### config.mk
export PLATFORM = sky130hd
export DESIGN_NAME = axi4_lite_read_arbiter
export DESIGN_NICKNAME = d
export VERILOG_FILES = /design/src/rtl/axi4_lite_read_arbiter.sv
export SDC_FILE = /design/constraint.sdc
export NUM_CORES = 1
export LEC_CHECK = 0
export ABC_AREA = 0
export CORE_ASPECT_RATIO = 1.2
export CORE_MARGIN = 2
export CORE_UTILIZATION = 39
export CTS_CLUSTER_SIZE = 40
export DETAILED_ROUTE_END_ITERATION = 16
export GPL_TIMING_DRIVEN = 1
export HOLD_SLACK_MARGIN = 0.06
export PLACE_DENSITY = 0.8
export SLEW_MARGIN = 20
export SYNTH_ARGS = -nofsm -noshare
export SYNTH_HDL_FRONTEND = slang
export SYNTH_SLANG_ARGS = --single-unit
### constraint.sdc
create_clock -name clk -period 1.8 [get_ports clk]
set_input_delay 0.18 -clock clk [delete_from_list [all_inputs] [get_ports clk]]
set_output_delay 0.18 -clock clk [all_outputs]
set_load 0.01 [all_outputs]
### src/rtl/axi4_lite_read_arbiter.sv
// Two-requester round-robin arbiter in front of a single AXI4-Lite read master.
// One read is in flight at a time. A WAIT-phase timeout completes the read with an error response.
module axi4_lite_read_arbiter #(
  parameter int unsigned ADDR_WIDTH     = 32,
  parameter int unsigned DATA_WIDTH     = 32,
  parameter int unsigned TIMEOUT_CYCLES = 256
) (
  input  logic                  clk,
  input  logic                  rst_n,
  input  logic                  req0_valid,
  input  logic [ADDR_WIDTH-1:0] req0_addr,
  output logic                  req0_ready,
  input  logic                  req1_valid,
  input  logic [ADDR_WIDTH-1:0] req1_addr,
  output logic                  req1_ready,
  output logic                  rsp0_valid,
  output logic                  rsp0_err,
  output logic                  rsp1_valid,
  output logic                  rsp1_err,
  output logic [DATA_WIDTH-1:0] rsp_rdata,
  output logic                  read_start,
  output logic [ADDR_WIDTH-1:0] read_addr,
  input  logic                  read_busy,
  input  logic [DATA_WIDTH-1:0] read_data
);

  // The counter only has to reach TIMEOUT_CYCLES-1, so it is sized for that value.
  localparam int unsigned CNT_W    = (TIMEOUT_CYCLES > 1) ? $clog2(TIMEOUT_CYCLES) : 1;
  localparam int unsigned CNT_LAST = (TIMEOUT_CYCLES == 0) ? 0 : TIMEOUT_CYCLES - 1;
  localparam logic [CNT_W-1:0] CNT_MAX = CNT_W'(CNT_LAST);
  localparam bit TMO_EN = (TIMEOUT_CYCLES != 0);

  typedef enum logic [1:0] {
    IDLE  = 2'd0,
    ISSUE = 2'd1,
    WAIT  = 2'd2,
    RESP  = 2'd3
  } state_t;

  state_t                 state_q, state_d;
  logic                   last_q, last_d;
  logic                   id_q, id_d;
  logic [ADDR_WIDTH-1:0]  addr_q, addr_d;
  logic [CNT_W-1:0]       cnt_q, cnt_d;
  logic [DATA_WIDTH-1:0]  rdata_d;
  logic                   start_d;
  logic [ADDR_WIDTH-1:0]  raddr_d;
  logic                   v0_d, v1_d, e0_d, e1_d;
  logic                   pick1;

  // Next-state, grant and registered-output staging
  always_comb begin
    state_d    = state_q;
    last_d     = last_q;
    id_d       = id_q;
    addr_d     = addr_q;
    cnt_d      = cnt_q;
    rdata_d    = rsp_rdata;
    start_d    = 1'b0;
    raddr_d    = '0;
    v0_d       = 1'b0;
    v1_d       = 1'b0;
    e0_d       = 1'b0;
    e1_d       = 1'b0;
    req0_ready = 1'b0;
    req1_ready = 1'b0;
    pick1      = 1'b0;

    unique case (state_q)
      IDLE: begin
        // The ready strobe is combinational, so it is held low while reset is asserted.
        if (rst_n && !read_busy && (req0_valid || req1_valid)) begin
          pick1      = req1_valid && (!req0_valid || !last_q);
          req0_ready = !pick1;
          req1_ready = pick1;
          id_d       = pick1;
          last_d     = pick1;
          addr_d     = pick1 ? req1_addr : req0_addr;
          start_d    = 1'b1;
          raddr_d    = pick1 ? req1_addr : req0_addr;
          state_d    = ISSUE;
        end
      end
      ISSUE: begin
        cnt_d   = '0;
        state_d = WAIT;
      end
      WAIT: begin
        if (!read_busy) begin
          rdata_d = read_data;
          v0_d    = !id_q;
          v1_d    = id_q;
          state_d = RESP;
        end else if (TMO_EN && (cnt_q == CNT_MAX)) begin
          // Give up on the transaction; its late data will be dropped.
          rdata_d = '0;
          v0_d    = !id_q;
          v1_d    = id_q;
          e0_d    = !id_q;
          e1_d    = id_q;
          state_d = RESP;
        end else if (cnt_q != CNT_MAX) begin
          cnt_d = cnt_q + CNT_W'(1);
        end
      end
      RESP: begin
        state_d = IDLE;
      end
      default: begin
        state_d = IDLE;
      end
    endcase
  end

  // State and output registers
  always_ff @(posedge clk or negedge rst_n) begin
    if (!rst_n) begin
      state_q    <= IDLE;
      last_q     <= 1'b1;
      id_q       <= 1'b0;
      addr_q     <= '0;
      cnt_q      <= '0;
      rsp_rdata  <= '0;
      read_start <= 1'b0;
      read_addr  <= '0;
      rsp0_valid <= 1'b0;
      rsp1_valid <= 1'b0;
      rsp0_err   <= 1'b0;
      rsp1_err   <= 1'b0;
    end else begin
      state_q    <= state_d;
      last_q     <= last_d;
      id_q       <= id_d;
      addr_q     <= addr_d;
      cnt_q      <= cnt_d;
      rsp_rdata  <= rdata_d;
      read_start <= start_d;
      read_addr  <= raddr_d;
      rsp0_valid <= v0_d;
      rsp1_valid <= v1_d;
      rsp0_err   <= e0_d;
      rsp1_err   <= e1_d;
    end
  end

endmodule

* After elaboration in Yosys (flattened, before gate mapping) *
Index checks and enable logic that the tools add are counted.

word-level totals
  bits in registers = 81
  latch bits = 0
  bits in writable memories = 0
  ROM bits = 0
  logic and storage cells = 68
  memories = 0

cells by class
  add/sub/neg operators = 1
  $mul = 0
  divide/modulo/power cells = 0
  magnitude comparators = 0
  equality and inequality tests = 11
  shifts and indexed selects = 0
  muxes and demuxes = 29
  bitwise logic cells = 0
  reductions and logical operators = 16

operators with widths
  operator                                        number
  2-to-1 mux 32 bit                               5
  2-to-1 mux 8 bit                                3
  2-to-1 mux 1 bit                                16
  one-hot mux 8 bit (2 select lines)              1
  adder 8 x 1 -> 8 bit (second input constant)    1
  == test 8 bit (second input constant)           1
  != test 2 bit (second input constant)           4
  != test 8 bit (second input constant)           1
  one-hot mux 2 bit (4 select lines)              1
  2-to-1 mux 2 bit                                3
  AND reduction 2 bit                             3
  logical NOT 1 bit                               5
  == test 2 bit (second input constant)           2
  AND reduction 4 bit                             1
  logical AND 1 bit                               3
  != test 3 bit (second input constant)           1
  == test 2 x 1 -> 1 bit (second input constant)  1
  logical NOT 2 bit                               1
  logical OR 1 bit                                2
  != test 2 x 1 -> 1 bit (second input constant)  1
  nonzero test 2 bit                              1

* Logic depth before layout (Yosys ltp) *
Gate-level depths: netlist of the first run.

  depth in word-level cells = 6
  mapped depth = 7
  mapped depth without buffers = 6

* Least setup slack after synthesis of the first run *
OpenSTA, ideal clock, no wires.

  path kind = register to register
  start point = reg state_q[0]
  end point = reg cnt_q[5]
  setup time = 0.136 ns
  data arrival time = 1.454 ns
  path slack = 0.210 ns
  stages on the path, launching flop included = 8
  buffers on the path = 1
  period minus slack after synthesis = 1.590 ns
  cells stage by stage = dfrtp_1 > inv_1 > ha_1 > nand2_1 > o21bai_1 > buf_4 > o311ai_1 > o41ai_1

between the ends
  longest elaborated chain between the ends = 3
  elaborated cells on any way between the ends = 8
  those cells by class = 5 x eq/ne; 1 x mux; 2 x reduce/logical

ends and longest elaborated chain
  element                                                                      RTL line  text
  start, declared                                                              40        state_t state_q, state_d;
  start signal, assigned                                                       131       state_q <= state_d;
  == test 2 bit / == test 2 x 1 -> 1 bit (equally long branches)               69        unique case (state_q)
  != test 2 bit (no source line) / nonzero test 2 bit (equally long branches)  --
  AND reduction 4 bit (no source line)                                         --
  end signal, assigned                                                         135       cnt_q <= cnt_d;
  end, declared                                                                44        logic [CNT_W-1:0] cnt_q, cnt_d;

Parallel ways exist; a longest one is shown, timed or not.
A chain may end at the register's enable or synchronous reset.

* Worst setup path after layout of the first run *
  start point = reg state_q[0]
  end point = reg state_q[1]

between the ends
  longest elaborated chain between the ends = 3
  elaborated cells on any way between the ends = 8
  those cells by class = 5 x eq/ne; 1 x mux; 2 x reduce/logical

ends and longest elaborated chain
  element                                                                 RTL line
  == test 2 bit / logical NOT 2 bit (equally long branches)               69
  != test 3 bit (no source line) / != test 2 bit (equally long branches)  --
  AND reduction 2 bit (no source line)                                    --

Parallel ways exist; a longest one is shown, timed or not.

==> impl_metrics.tcl, run 1 <==
set metrics [dict create \
    startpoint_type "register" \
    final_util 0.6614 \
    relSlewSlack 0.5202 \
    mappedNetlistArea_sq_um 3226 \
    drt-met1-wl_microns 3301 \
    tightest_slew_ns 0.7182 \
    io-pin-count 172 \
    min_path_type "in -> async" \
    place_inst 553 \
    cts_max_level 3 \
    post_cts.repair.setup_buffers 0 \
    crit_path_max_incr_delay_ns 0.36 \
    synth_ff_type "dfrtp_1" \
    rsz0062_at_grt "yes" \
    die_area_sq_um 9017 \
    top_layer_used "met4" \
    dieWidth_microns 87.02 \
    wl_met3_microns 774 \
    drv_cap 0 \
    rrSetupSlack_ns 0.10 \
    status "finished, final reports clean" \
    cts_tree "yes" \
    skew_ns 0.009500 \
    worstPathArrival_ns 1.93 \
    wl_per_cell_microns 15.06 \
    drv_slew 0 \
    grt_max_degree 82 \
    synth_cell_type_count 37 \
    cp_top_family "flip-flops" \
    reg2regPathDepth 7 \
    crit_type "reg -> reg" \
    drt_wl_total_microns 8568 \
    cp_cell_sequence "inv_2 > ha_1 > buf_4 > nand2_1 > o21ba_2 > a21oi_2 > mux2_2" \
    area_growth_pct 65.32 \
    final_layout_size_suffix_gt1_frac 0.1076 \
    synth_warnings 0 \
    numCtsBuffers 9 \
    ys_seq_area_frac 0.6288 \
    worst-path-buf-inv 2 \
    first_iter_violations 96 \
    synth_top_cell_area_share 0.6206 \
    rr_endpoint "state_q[1]" \
    post-route-min-period_ns 1.700 \
    root_buffer "clkbuf_8" \
    synthTopCellsByArea "dfrtp_1 62%, a22o_1 8.7%, nand2_1 8.5%" \
    worstSkewPairLatency_ns 0.34 \
    async_flop_share 1.000 \
    met2WireLength_microns 4304 \
    yosysTopAreaCell "dfrtp_1" \
    antenna_left 0 \
    antennaDiodeCount 0 \
    timing_hold_violations_final 0 \
    place_hpwl_microns 6250 \
    peakVddDrop_uv 432.2 \
    gp_congestion 0.7829 \
    setup_viol 0 \
    p_leak_nw 2.369 \
    synth.most_common_cell "dfrtp_1" \
    antenna_found_initial 0 \
    period_share 0.9443 \
    grt_pass1_wl_microns 13390 \
    final_cells 569 \
    power.density_nw_per_um2 1190 \
    critPathMaxFanout 4 \
    num-nets-final 574 \
    synth_edf_count 0 \
    num_rows 36 \
    overflow 0 \
    drc 0 \
    path_depth 7 \
    synthesis.nets 395 \
    grt_pass1_vias 2772 \
    r2r_start "state_q[0]" \
    vias 2890 \
    avgViaCountPerCell 5.079 \
    start_util 0.4001 \
    fillers 661 \
    core_sq_um 8063 \
    cp-end-kind "register" \
    critPathSlowestCell "dfrtp_1" \
    yosys-top-cells-count "80 x dfrtp_1, 73 x nand2_1, 33 x a21oi_1, 32 x a22o_1, 15 x clkbuf_1" \
    cts.sinks 81 \
    cts.clk_slew.worst_paths_ns 0.08 \
    fp.dieH_microns 103.6 \
    fmax_mhz 588.4 \
    drt_pass1_iterations 4 \
    required_ns 2.03 \
    syn-instance-count 290 \
    avgSynthCellArea_sq_um 11.12 \
    io_buffers 171 \
    clk_path_buf_depth 2 \
    grtUsageTotal 0.1907 \
    yosys_register_bits 81 \
]
==> cells in the final DEF, fill, tap and decap left out, types with 2 or more instances in the layout <==
cell,netlist,final
inv_2,0,2
nor2_1,4,3
mux2i_1,2,2
a21oi_1,33,33
nand2_1,73,73
a22o_1,32,32
nand3_1,8,7
o21ai_0,2,2
clkdlybuf4s50_1,0,168
nor4_1,2,2
a21o_1,2,2
clkinvlp_4,0,2
dfrtp_1,80,80
nor3b_1,2,2
ha_1,4,3
buf_4,1,16
inv_1,5,3
or3_1,2,2
clkinv_2,0,2
clkbuf_8,0,10
==> worst max-delay path by stage <==
stage	from	end	slack, ns
CTS	state_q[1]	req1_ready	0.01
global route	state_q[0]	state_q[1]	-0.01
detailed placement	read_busy	rsp_rdata[11]	-0.20
finish	state_q[0]	state_q[1]	0.10
global placement	read_busy	req1_ready	-0.08
floorplan	state_q[0]	cnt_q[5]	0.21
==> power by group <==
part | leakage, nW | switching [mW] | internal, mW
Combinational | 1.21 | 1.03 | 1.47
Clock | 0.0953 | 0.607 | 0.674
Sequential | 1.07 | 0.272 | 2.30
Total | 2.37 | 1.91 | 4.44
==> through the flow <==
step	setup WS [ns]	total power [mW]	setup TNS, ns	cell area, sq um	hold WS, ns
after global routing	-0.009984	6.733	-0.009984	5333	0.09426
after detailed placement	-0.1959	5.041	-5.703	5079	0.4801
final	0.1003	6.348	0	5333	0.008497
after CTS	0.01255	6.374	0	5296	0.1752
after global placement	-0.08256	4.955	-2.412	5079	0.4627
after floorplan	0.2101	3.725	0	3226	-0.1156
==> cell families after synthesis <==
family | synth area share
adder cells (fa/ha/maj) | 0.01552
buffers and inverters | 0.03607
AND/OR/NAND/NOR | 0.1323
multiplexers | 0.009697
AO/OA/AOI/OAI | 0.1777
flip-flops | 0.6288
==> registers in the layout, summed over array words and instances, names as in the netlist <==
name and count:
rsp0_valid 1, rsp0_err 1, rsp1_err 1, state_q 2, rsp_rdata 32, read_start 1
read_addr 32, rsp1_valid 1, last_q 1, cnt_q 8, id_q 1
==> cell type report <==
type                            count  area (sq um)  share of cell area
Inverter                            5         18.77            0.003519
Timing Repair Buffer              187          1829              0.3430
Tap cell                           95         118.9             0.02229
Clock inverter                      5         55.05             0.01032
Clock buffer                       11         141.4             0.02651
Multi-Input combinational cell    185          1141              0.2140
Sequential cell                    81          2028              0.3803
==> metal layers <==
| metal | vias up | GRT usage |
|---|---|---|
| met3 | 13 | 0.06056 |
| li1 | 1370 | - |
| met1 | 1369 | 0.2250 |
| met2 | 138 | 0.3081 |
| met5 | - | 0 |
| met4 | 0 | 0.09487 |
==> timing repair <==
| action | in CTS | in global routing |
|---|---|---|
| resized for setup | 12 | 7 |
| hold buffers | 0 | 0 |
| setup endpoints to repair | 34 | 4 |
| pin swaps | 2 | 0 |
Power figures use the tool's default switching activity.
==> run 2: changes to the inputs <==
- CELL_PAD_IN_SITES_DETAIL_PLACEMENT: not set -> 1
- CELL_PAD_IN_SITES_GLOBAL_PLACEMENT: not set -> 2
- CORE_UTILIZATION: 39 -> 23
- PLACE_DENSITY: 0.8 -> not set
- PLACE_DENSITY_LB_ADDON: not set -> 0.1
==> impl_metrics.tcl, run 2 (synthesis results as in run 1) <==
set metrics [dict create \
    rrSetupSlack_ns 0.08 \
    antenna_left 0 \
    required_ns 2.01 \
    cp_cell_sequence "ha_1 > nand3_1 > buf_4 > o21ai_2 > nand2_2 > buf_12 > a22o_1" \
    final_common_cell "clkdlybuf4s50_1" \
    startpoint "cnt_q[1]" \
    critPathSlowestCell "dfrtp_1" \
    cts.clk_slew.worst_paths_ns 0.06 \
    critPathMaxFanout 34 \
    p_leak_nw 2.459 \
    setup_viol 0 \
    status "finished, final reports clean" \
    antennaDiodeCount 0 \
    drv_cap 0 \
    final_cell_mix "168 x clkdlybuf4s50_1, 80 x dfrtp_1, 73 x nand2_1" \
    pre_cts_ws_ns -0.1012 \
    power.density_nw_per_um2 1253 \
    seqCellArea_sq_um 2028 \
    dieWidth_microns 112.1 \
    finalPower_mw 7.017 \
    relSlewSlack 0.6273 \
    place_hpwl_microns 7532 \
    grtUsageTotal 0.1447 \
    peakVddDrop_uv 591.7 \
    grt_pass1_vias 3238 \
    rr_endpoint "rsp_rdata[24]" \
    worstPathArrival_ns 1.93 \
    first_iter_violations 107 \
    tightest_slew_ns 0.5591 \
    avgViaCountPerCell 4.502 \
    post-route-min-period_ns 1.716 \
    io_buffers 171 \
    final_layout_size_suffix_gt1_frac 0.1125 \
    numCtsBuffers 9 \
    worst-path-buf-inv 2 \
    cts_max_level 3 \
    area_growth_pct 73.55 \
    die_area_sq_um 14990 \
    period_share 0.9536 \
    fp.dieH_microns 133.7 \
    reg2regPathDepth 7 \
    skew_ns 0.009584 \
    gp_congestion 0.7216 \
    grt_max_degree 44 \
    grt_pass1_wl_microns 17000 \
    num-nets-final 580 \
    fin_setup_tns_ns 0 \
    timing_hold_violations_final 0 \
    fillers 1526 \
    crit_path_max_incr_delay_ns 0.37 \
    setup_ws_ns 0.08357 \
    cts.sinks 81 \
    start_util 0.2344 \
    clk_path_buf_depth 2 \
    vias 2931 \
    cp-end-kind "register" \
    drv_slew 0 \
    rsz0062_at_grt "no" \
    multi_input_area_sq_um 1131 \
    r2r_start "cnt_q[1]" \
    startpoint_type "register" \
    cts_tree "yes" \
    drt_wl_total_microns 10720 \
    root_buffer "clkbuf_16" \
    num_rows 47 \
    reg.largest.list "read_addr: 32 flops, rsp_rdata: 32 flops, cnt_q: 8 flops" \
    cp_top_family "buffers and inverters" \
    overflow 0 \
    core_sq_um 13760 \
    antenna_found_initial 0 \
    fmax_mhz 582.6 \
    wl_per_cell_microns 16.46 \
    crit_type "reg -> reg" \
    drt_pass1_iterations 5 \
    io-pin-count 172 \
    drc 0 \
    min_path_type "in -> async" \
    worstSkewPairLatency_ns 0.33 \
]
[run 2: cell count changes in the layout (fill, tap and decap cells not counted), moves of 2 or more]
cell	previous run	this run
clkbuf_8	10	2
buf_12	0	2
buf_4	16	19
dlygate4sd3_1	0	2
clkbuf_16	0	9
[run 2: power breakdown]
group          internal, mW  switching, mW
Sequential             2.30          0.243
Combinational          1.50           1.11
Clock                  1.15          0.719
Total                  4.95           2.07
[run 2: repair_timing]
item	4_1_cts	5_1_grt
buffers inserted	0	0
hold endpoints to repair	38	0
pin swaps	0	1
gates resized for setup	9	4
hold buffers	3	0
endpoints found under the setup margin	5	4
[run 2: worst max path at each step]
stage                    end  slack (ns)  depth (start not counted)
2_1_floorplan       cnt_q[5]        0.21                          7
3_5_place_dp        cnt_q[5]       -0.10                          6
6_report       rsp_rdata[24]        0.08                          7
5_1_grt        rsp_rdata[12]        0.01                          7
4_1_cts           req1_ready      -0.004                          5
3_3_place_gp      req1_ready       -0.09                          5
[run 2: per-layer routing]
layer	up-vias	wire (microns)	track usage
met3	12	1149	0.06733
met4	0	179	0.04472
met5	-	0	0
li1	1379	-	-
met1	1401	4415	0.1775
met2	139	4973	0.2276
[run 2: through the flow]
stage / hold slack [ns] / cells / utilization / instance area [sq um]
5_1_grt: 0.1938 / 651 / 0.4068 / 5598
2_1_floorplan: -0.1156 / 290 / - / 3226
6_report: 0.1294 / 651 / 0.4068 / 5598
3_5_place_dp: 0.02426 / 632 / 0.3793 / 5220
3_3_place_gp: 0.02298 / 632 / 0.3793 / 5220
4_1_cts: 0.1681 / 651 / 0.4066 / 5595
[run 2: worst min-delay path: stages]
cell and delay (ns):
buf_4 0.13, buf_4 0.13, buf_4 0.47
[run 2: layout make-up]
class	instances	area share
clock buffers	12	0.04582
clock inverters	4	0.009164
inverters	5	0.003353
well taps	171	0.03822
repair buffers	193	0.3391
multi-input cells	185	0.2021
flip-flops and latches	81	0.3623
==> run 3: changes to the inputs <==
- CORE_UTILIZATION: 23 -> 36
- DONT_BUFFER_PORTS: not set -> 1
- SKIP_CTS_REPAIR_TIMING: not set -> 1
==> impl_metrics.tcl, run 3 (synthesis results as in run 1) <==
set metrics [dict create \
    status "complete, but fails checks" \
    violations "hold timing" \
    fp.dieH_microns 107.7 \
    cp-end-kind "output port" \
    fmax_mhz 588.2 \
    clock_power_share 0.254 \
    drc 0 \
    p_leak_nw 2.131 \
    required_ns 1.62 \
    clk_path_buf_depth 2 \
    setup_viol 0 \
    avgViaCountPerCell 5.297 \
    grt_pass1_wl_microns 12770 \
    drv_cap 0 \
    grt_pass1_vias 2404 \
    rrSetupSlack_ns 0.13 \
    place_inst 399 \
    use_met2 0.2675 \
    antennaDiodeCount 0 \
    dieWidth_microns 90.41 \
    final_common_cell "dlygate4sd3_1" \
    pre_cts_ws_ns 0.09974 \
    seqCellArea_sq_um 2028 \
    cts_tree "yes" \
    r2r_start "cnt_q[0]" \
    antenna_left 0 \
    rr_endpoint "state_q[1]" \
    io_buffers 0 \
    use_met3 0.05952 \
    grt_max_degree 84 \
    die_area_sq_um 9736 \
    p_switching_mw 1.857 \
    setup_ws_ns 0.09997 \
    internal-power_mw 3.879 \
    io-pin-count 172 \
    num-nets-final 495 \
    drv_slew 0 \
    period_share 0.9445 \
    wl_per_cell_microns 19.04 \
    root_buffer "clkbuf_8" \
    area_growth_pct 43.21 \
    tightest_slew_ns 0.3356 \
    final_layout_size_suffix_gt1_frac 0.1063 \
    met1_usage 0.2003 \
    first_iter_violations 90 \
    skew_ns 0.01392 \
    whs_ns -0.4760 \
    gp_congestion 0.7001 \
    busiest_layer "met2" \
    timing_hold_violations_final 81 \
    grtUsageTotal 0.1677 \
    drt_pass1_iterations 4 \
    startpoint_type "register" \
    multi_input_area_sq_um 1117 \
    worstSkewPairLatency_ns 0.35 \
    comb_power_share 0.249 \
    critPathMaxFanout 33 \
    post-route-min-period_ns 1.700 \
    place_hpwl_microns 5465 \
    cts.clk_slew.worst_paths_ns 0.08 \
    drt_wl_total_microns 9751 \
    seqPwrFrac 0.497 \
    power.density_nw_per_um2 1242 \
    vias 2712 \
    peakVddDrop_uv 466.7 \
    swShare 0.3238 \
    numCtsBuffers 9 \
    fillers 918 \
    reg.largest.list "read_addr: 32 flops, rsp_rdata: 32 flops, cnt_q: 8 flops" \
    worstPathArrival_ns 1.52 \
    relSlewSlack 0.7757 \
    crit_type "reg -> out" \
    rsz0062_at_grt "no" \
    cts_max_level 3 \
    final_cells 512 \
    reg2regPathDepth 5 \
    start_util 0.3726 \
    overflow 0 \
    num_rows 37 \
    cts.sinks 81 \
    min_path_type "in -> async" \
    antenna_found_initial 0 \
    core_sq_um 8657 \
    final_cell_mix "96 x dlygate4sd3_1, 80 x dfrtp_1, 73 x nand2_1" \
]
==> run 3: final cells by class <==
class | count | area share
clock buffers | 11 | 0.03061
clock inverters | 5 | 0.01706
inverters | 5 | 0.004063
multi-input cells | 185 | 0.2419
flip-flops and latches | 81 | 0.4391
well taps | 117 | 0.03169
repair buffers | 108 | 0.2356
==> run 3: per-layer routing <==
metal / wire length, microns / vias up
met2: 5026 / 125
li1: - / 1204
met3: 761 / 12
met1: 3795 / 1371
met5: 0 / -
met4: 167 / 0
==> run 3: critical path, cell delays in order (launching register included) <==
cell,delay (ns)
dfstp_2,0.54
nand2_1,0.06
and2_1,0.18
buf_12,0.17
nor2_2,0.09
buf_4,0.13
==> run 3: worst max-delay path by stage <==
stage / cells after the start / slack [ns] / to / from
3_5_place_dp: 5 / 0.1 / state_q[1] / cnt_q[0]
4_1_cts: 5 / -0.18 / req1_ready / state_q[0]
5_1_grt: 5 / 0.02 / req1_ready / state_q[1]
2_1_floorplan: 7 / 0.21 / cnt_q[5] / state_q[0]
3_3_place_gp: 5 / 0.17 / state_q[1] / cnt_q[0]
6_report: 5 / 0.1 / req0_ready / last_q
==> run 3: power groups by stage <==
stage               combinational (mW)  sequential [mW]  clock (mW)
floorplan                        0.964             2.76           0
global placement                  1.17             2.86           0
detailed placement                1.21             2.87           0
CTS                               1.22             2.84        1.52
global route                      1.60             2.91        1.58
finish                            1.43             2.85        1.46
==> run 3: stage by stage <==
step                total power, mW  hold WS [ns]  utilization  TNS (ns)  area [sq um]
CTS                           5.580       -0.5079       0.4164   -0.1964          3605
detailed placement            4.082       -0.1137       0.3910         0          3385
global route                  6.092       -0.5120       0.5336         0          4619
floorplan                     3.725       -0.1156            -         0          3226
finish                        5.736       -0.4760       0.5336         0          4619
global placement              4.040       -0.1139       0.3910         0          3385
